[config.mk]
export PLATFORM = sky130hd
export DESIGN_NAME = key_debounce
export DESIGN_NICKNAME = d
export VERILOG_FILES = /design/src/rtl/key_debounce.sv
export SDC_FILE = /design/constraint.sdc
export NUM_CORES = 1
export LEC_CHECK = 0
export ABC_AREA = 0
export BUFFER_PORTS_ARGS = -buffer_cell sky130_fd_sc_hd__buf_2
export CORE_UTILIZATION = 35
export CTS_BUF_LIST = sky130_fd_sc_hd__clkbuf_4
export CTS_CLUSTER_SIZE = 10
export DETAILED_ROUTE_END_ITERATION = 8
export HOLD_SLACK_MARGIN = 0.03
export PLACE_DENSITY = 0.55
export SYNTH_ARGS = -nofsm -noshare
export SYNTH_HDL_FRONTEND = slang
export SYNTH_SLANG_ARGS = --single-unit
export TNS_END_PERCENT = 30
[constraint.sdc]
create_clock -name clk -period 1.75 [get_ports clk]
set_input_delay 0.35 -clock clk [delete_from_list [all_inputs] [get_ports clk]]
set_output_delay 0.35 -clock clk [all_outputs]
set_load 0.01 [all_outputs]
[src/rtl/key_debounce.sv]
// rtl/key_debounce.sv - multi-channel push-button debouncer with press/release/auto-repeat pulses
//
// Each raw active-low button is passed through a two-flop synchronizer and
// then through its own four-state debounce FSM. An accepted press or release
// produces a one-cycle pulse. When auto-repeat is enabled, a held key also
// produces repeat pulses.
//
// Ports
//   clk         system clock, all state on rising edge
//   rst         asynchronous active-high reset
//   key_n       raw buttons, active-low, asynchronous and bouncing
//   key_level   debounced state, 1 = held
//   key_press   one-cycle pulse on accepted press
//   key_release one-cycle pulse on accepted release
//   key_repeat  one-cycle auto-repeat pulse while held (0 when disabled)
module key_debounce #(
    parameter int N_KEYS          = 2,
    parameter int DEBOUNCE_CYCLES = 1000000,
    parameter int REPEAT_EN       = 0,
    parameter int REPEAT_DELAY    = 25000000,
    parameter int REPEAT_PERIOD   = 10000000
) (
    input  logic              clk,
    input  logic              rst,
    input  logic [N_KEYS-1:0] key_n,
    output logic [N_KEYS-1:0] key_level,
    output logic [N_KEYS-1:0] key_press,
    output logic [N_KEYS-1:0] key_release,
    output logic [N_KEYS-1:0] key_repeat
);

    localparam int CW   = $clog2(DEBOUNCE_CYCLES);
    localparam int RMAX = (REPEAT_DELAY > REPEAT_PERIOD) ? REPEAT_DELAY : REPEAT_PERIOD;
    localparam int RW   = $clog2(RMAX);

    localparam logic [CW-1:0] CNT_LAST  = CW'(DEBOUNCE_CYCLES - 1);
    localparam logic [RW-1:0] RDLY_LAST = RW'(REPEAT_DELAY - 1);
    localparam logic [RW-1:0] RPER_LAST = RW'(REPEAT_PERIOD - 1);

    typedef enum logic [1:0] {
        IDLE,
        CONFIRM_PRESS,
        HELD,
        CONFIRM_RELEASE
    } state_t;

    // Synchronizer stores the inverted (active-high) level so that the reset
    // value 0 means "released".
    logic [N_KEYS-1:0] sync1;
    logic [N_KEYS-1:0] sync2;

    always_ff @(posedge clk or posedge rst) begin
        if (rst) begin
            sync1 <= '0;
            sync2 <= '0;
        end else begin
            sync1 <= ~key_n;
            sync2 <= sync1;
        end
    end

    for (genvar i = 0; i < N_KEYS; i++) begin : g_ch
        state_t        state;
        state_t        state_nxt;
        logic [CW-1:0] cnt;
        logic [CW-1:0] cnt_nxt;
        logic [RW-1:0] rcnt;
        logic [RW-1:0] rcnt_nxt;
        logic          rfirst;
        logic          rfirst_nxt;
        logic          press_nxt;
        logic          release_nxt;
        logic          repeat_nxt;
        logic          level_q;
        logic          press_q;
        logic          release_q;
        logic          repeat_q;
        logic          s;

        assign s = sync2[i];

        always_ff @(posedge clk or posedge rst) begin
            if (rst) begin
                state     <= IDLE;
                cnt       <= '0;
                rcnt      <= '0;
                rfirst    <= 1'b0;
                level_q   <= 1'b0;
                press_q   <= 1'b0;
                release_q <= 1'b0;
                repeat_q  <= 1'b0;
            end else begin
                state     <= state_nxt;
                cnt       <= cnt_nxt;
                rcnt      <= rcnt_nxt;
                rfirst    <= rfirst_nxt;
                // Level is registered from the next state so that it rises on
                // the same edge as the press pulse.
                level_q   <= (state_nxt == HELD) || (state_nxt == CONFIRM_RELEASE);
                press_q   <= press_nxt;
                release_q <= release_nxt;
                repeat_q  <= repeat_nxt;
            end
        end

        always_comb begin
            state_nxt   = state;
            cnt_nxt     = cnt;
            rcnt_nxt    = rcnt;
            rfirst_nxt  = rfirst;
            press_nxt   = 1'b0;
            release_nxt = 1'b0;
            repeat_nxt  = 1'b0;

            case (state)
                IDLE: begin
                    if (s) begin
                        state_nxt = CONFIRM_PRESS;
                        cnt_nxt   = '0;
                    end
                end
                CONFIRM_PRESS: begin
                    if (!s) begin
                        state_nxt = IDLE;
                    end else if (cnt == CNT_LAST) begin
                        state_nxt  = HELD;
                        press_nxt  = 1'b1;
                        rcnt_nxt   = '0;
                        rfirst_nxt = 1'b1;
                    end else begin
                        cnt_nxt = cnt + 1'b1;
                    end
                end
                HELD: begin
                    if (!s) begin
                        state_nxt = CONFIRM_RELEASE;
                        cnt_nxt   = '0;
                    end
                end
                CONFIRM_RELEASE: begin
                    if (s) begin
                        state_nxt = HELD;
                    end else if (cnt == CNT_LAST) begin
                        state_nxt   = IDLE;
                        release_nxt = 1'b1;
                    end else begin
                        cnt_nxt = cnt + 1'b1;
                    end
                end
                default: state_nxt = IDLE;
            endcase

            // Repeat timer runs across HELD and CONFIRM_RELEASE so a short
            // release glitch does not disturb the cadence. It is suppressed on
            // the edge that accepts the release, and reloads instead of
            // wrapping so it can never emit a stray pulse.
            if ((state == HELD || state == CONFIRM_RELEASE) && state_nxt != IDLE) begin
                if (rcnt == (rfirst ? RDLY_LAST : RPER_LAST)) begin
                    repeat_nxt = (REPEAT_EN != 0);
                    rcnt_nxt   = '0;
                    rfirst_nxt = 1'b0;
                end else begin
                    rcnt_nxt = rcnt + 1'b1;
                end
            end
        end

        assign key_level[i]   = level_q;
        assign key_press[i]   = press_q;
        assign key_release[i] = release_q;
        assign key_repeat[i]  = repeat_q;
    end

endmodule
======== After elaboration in Yosys (flattened, before gate mapping) ========
Index checks and enable logic that the tools add are counted.
operators by class
  add/sub/neg operators ................... 2
  equality and inequality tests ........... 20
  muxes and demuxes ....................... 36
  bitwise operators ....................... 1
  reductions and logical operators ........ 6
operator list
  kind                                                             count
  20-bit 2-to-1 mux                                                10
  20-bit one-hot mux with 4 select lines                           2
  20-bit by 1-bit adder with 20-bit output, second input constant  2
  20-bit == test, second input constant                            2
  2-bit 2-to-1 mux                                                 12
  2-bit == test, second input constant                             8
  2-bit != test, second input constant                             8
  2-bit one-hot mux with 4 select lines                            2
  1-bit 2-to-1 mux                                                 10
  4-bit AND reduction                                              2
  2-bit by 1-bit == test with 1-bit output, second input constant  2
  2-bit zero test                                                  2
  1-bit logical OR                                                 2
  2-bit inverter                                                   1
storage, ports and cells
  register bits after elaboration ......... 54
  bits of input ports ..................... 4
  output and inout bits ................... 8
  logic and storage cells ................. 77

======== Depth between registers and ports, before layout ========
  word-level depth ........................ 6
  depth in mapped cells ................... 8
  mapped depth without buffers ............ 6

======== Least setup slack after synthesis ========
No wires, ideal clock.
  path kind ............................... reg2reg
  from .................................... register g_ch[1].cnt[0]
  to ...................................... register g_ch[1].cnt[14]
  library setup time ...................... 132 ps
  data arrival time ....................... 1805 ps
  setup slack ............................. -187 ps
  stages on the path, launching flop included .. 9
  buffers on the path ..................... 2
  period minus slack after synthesis ...... 1937 ps
  cells stage by stage .................... dfrtp_1 -> ha_1 -> nand2_1 -> or4_4 -> o21bai_4 -> or2_1 -> buf_4 -> buf_6 -> o31ai_1
between the ends
  word-level cells in the longest chain between the ends .. 4
  elaborated cells between the ends (all ways) .. 6
ends and longest elaborated chain
  what                                                                               RTL line  RTL
  start: declaration                                                                 65        logic [CW-1:0] cnt;
  start signal: assignment                                                           94        cnt <= cnt_nxt;
  20-bit by 1-bit adder with 20-bit output / 20-bit == test (equally long branches)  --
  20-bit 2-to-1 mux (*)                                                              125, 143
  20-bit 2-to-1 mux, on equally long branches                                        141, 123
  20-bit one-hot mux with 4 select lines (*)                                         115       case (state)
Mark *: on every way between the ends. The rest lies on a longest branch, timed or not. The select of a mux whose other input is x is not followed.
A chain may end at the register's enable or synchronous reset.

======== Final worst setup path ========
  from .................................... register g_ch[1].cnt[1]
  to ...................................... register g_ch[1].cnt[19]
The elaborated chain is that of the path after synthesis.

==> results.ini <==
[cells_and_area]
multi_input_area_mm2 = 0.001539
final_common_cell = buf_4
most-common-layout-cells = buf_4, dfrtp_1, nand3_1, nor2_1, nand2_1
layout.nets = 377
final_util_pct = 48.00
layout-drive-gt1-share_pct = 34.14
diodes = 0
finalInstanceArea_mm2 = 0.003729
seq_area_mm2 = 0.001326
area_growth_pct = 31.63
fillers = 763
stdcell_count = 474

[clocking]
insertion_delay_ns = 0.39
clk_pin_slew_ns = 0.17
cts_buffers = 5
cts_tree = built
root_buffer = clkbuf_4
htreeDepth = 2
cts_buffer_depth = 2
cts_sinks = 53

[synth]
synth_edf_count = 0
yosysSeqAreaShare_pct = 46.82
synth.avg_cell_area_um2 = 9.257
synthArstFlopShare_pct = 100.0
synth_flop_cell = dfrtp_1
yosys_warnings = 0
synthCells = 306
synth_area_mm2 = 0.002833
synth_seq_cells = 53
ys_types = 51

[sta]
timing.final.crit_share_pct = 102.4
drv_slew = 0
rsz0062_at_grt = yes
fin_ws_ns = -0.04243
fmax_ghz = 0.5579
period_needed_ns = 1.792
skew_ns = 0.01227
hold_viol_final = 0
setup_viol = 17

[min_path]
holdPathStages = 2
hold_end = sync1[1]$_DFF_PP0_
min-delay-start = key_n[1]
hp-class = in -> reg

[critical_path]
worstPathRequired_ns = 2.04
crit_buf_inv = 1
slowest_delay_ns = 0.52
critPathKind = reg -> reg
crit_slowest_cell = or4_4
startpoint_type = flop
worstPathArrival_ns = 2.08
r2r-end = g_ch[1].cnt[19]$_DFFE_PP0P_
worst-path-max-fanout = 8
crit_chain = ha_4 -> nand2_4 -> or4_4 -> o21bai_4 -> or2_4 -> buf_12 -> o41ai_2
rr_startpoint = g_ch[1].cnt[1]$_DFFE_PP0P_
rr_worst_depth = 7
critPathTopFamily = simple AND/OR/NAND/NOR gates
end_kind = flop
ff2ff_setup_slack_ns = -0.04

[detailed_routing]
firstDrtPassIters = 4
vias = 2491
antenna_left = 0
wirelength_um = 7019
drt-initial-drc-count = 58
drc = 0
post_drt_wl_per_cell_um = 14.81
detail_route.vias_per_cell = 5.255

[floorplanning]
die_area_mm2 = 0.008458
fp.dieW_um = 91.97
num_rows = 32
die_y_um = 91.97
start_util_pct = 36.47
core-area_mm2 = 0.007767
ios = 12

[placed_design]
placed_area_mm2 = 0.003440
dp_hpwl_um = 5133
numPortBuffers = 9
dp_slack_ns = -0.08256
dp.cells = 465
gp_congestion = 0.8426

[global_routing]
antenna_found_initial = 0
grt_usage_pct = 17.37
first_global_vias = 2478
grt_pass1_wl_um = 11790
overflow = 0
grt_start_max_net_pins = 21

[flow_run]
max_cap_viol_count = 0

[power_and_ir_drop]
p_per_area_mw_per_mm2 = 579.4
p_leak_uw = 0.001614
peakVddDrop_mv = 0.3207

[run_status]
violations = setup timing
status = finished, violations left

-- metrics by stage --
stage               setup TNS (ns)  power (µW)  hold slack [ns]
floorplan                   -1.282        1435           0.3312
global placement           -0.6144        1547           0.3322
detailed placement          -1.043        1552           0.3365
CTS                         -1.006        2160          0.05932
global route                -2.250        2251          0.06089
finish                     -0.4924        2160          0.07461
-- what timing repair did --
action                                  4_1_cts  5_1_grt
setup buffers                                 0        1
endpoints found under the setup margin       21       38
endpoints found under the hold margin        18        0
pin swaps                                     1        7
gates resized for setup                       6       45
hold buffers                                  1        0
-- metal layers --
layer | part of all wire, % | routed length, µm | GRT usage (%)
met5 | 0 | 0 | 0
met4 | 1.4 | 96 | 4.818
met2 | 50 | 3527 | 30.22
met3 | 3.7 | 262 | 2.985
met1 | 45 | 3133 | 22.12
-- sequential cells by signal, indices dropped and copies added, names as in the netlist --
signal and cells:
g_ch.cnt 40, g_ch.level_q 2, sync1 2, g_ch.press_q 2
g_ch.state 3, sync2 2, g_ch.release_q 2
-- area by class of cell --
cell class	instances	area share [%]
Clock buffer	5	1.007
Clock inverter	3	0.7047
Inverter	11	1.107
Multi-Input combinational cell	221	41.28
Sequential cell	53	35.57
Tap cell	102	3.423
Timing Repair Buffer	79	16.91
-- cells by family after synthesis --
group / after synthesis / share of synthesized area, %
multiplexers: 5 / 1.899
AND/OR/NAND/NOR: 130 / 25.00
adder cells (fa/ha/maj): 2 / 0.8833
AO/OA/AOI/OAI: 75 / 17.05
other: 1 / 0.1324
buffers and inverters: 33 / 6.051
XOR/XNOR: 7 / 2.164
flip-flops: 53 / 46.82
-- report_power, final --
part	leakage [µW]	switching, µW	internal, µW	total (µW)
sequential	0.000722	27.1	1260	1290
clock	0.0000293	434	167	600
combinational	0.000863	150	124	274
total	0.00161	611	1550	2160
-- synth_stat cells, types with 2 or more instances --
cell	n	share of area (%)
dfrtp_1	53	47
nand2_1	27	3.6
nand3_1	25	4.4
nor2_1	25	3.3
o21ai_0	25	4.4
o31ai_1	16	4.2
a21oi_1	10	1.8
buf_4	9	2.4
inv_1	9	1.2
nand4_1	8	1.8
clkbuf_1	7	0.93
a31oi_1	6	1.3
nor4b_1	6	1.9
and3_1	5	1.1
buf_2	5	0.88
nor3_1	5	0.88
nor3b_1	5	1.3
xor2_1	4	1.2
and2_1	3	0.66
mux2_2	3	1.2
nor4_1	3	0.66
o21ai_1	3	0.53
o41ai_1	3	0.93
or4_1	3	0.79
xnor2_1	3	0.93
a41oi_1	2	0.62
and4b_1	2	0.71
ha_1	2	0.88
mux2i_1	2	0.71
nand2b_1	2	0.44
nor4_2	2	0.88
nor4bb_1	2	0.71
o22ai_1	2	0.44
or3_1	2	0.44
-- worst max path at each step --
stage          slack, ns  depth (start not counted)                  startpoint                          end
2_1_floorplan      -0.12                          8  g_ch[1].cnt[0]$_DFFE_PP0P_  g_ch[1].cnt[14]$_DFFE_PP0P_
4_1_cts            -0.08                          7  g_ch[1].cnt[0]$_DFFE_PP0P_  g_ch[1].cnt[17]$_DFFE_PP0P_
3_3_place_gp       -0.05                          7  g_ch[0].cnt[0]$_DFFE_PP0P_    g_ch[0].level_q$_DFF_PP0_
5_1_grt            -0.12                          7  g_ch[1].cnt[5]$_DFFE_PP0P_  g_ch[1].cnt[19]$_DFFE_PP0P_
3_5_place_dp       -0.08                          7  g_ch[0].cnt[0]$_DFFE_PP0P_  g_ch[0].cnt[19]$_DFFE_PP0P_
6_report           -0.04                          7  g_ch[1].cnt[1]$_DFFE_PP0P_  g_ch[1].cnt[19]$_DFFE_PP0P_
-- worst reg2reg max path, stage by stage, from the launching register on --
cell and delay, ns:
dfrtp_1 0.42, ha_4 0.16, nand2_4 0.05, or4_4 0.52, o21bai_4 0.17, or2_4 0.16
buf_12 0.14, o41ai_2 0.08
(Power assumes the default switching activity.)
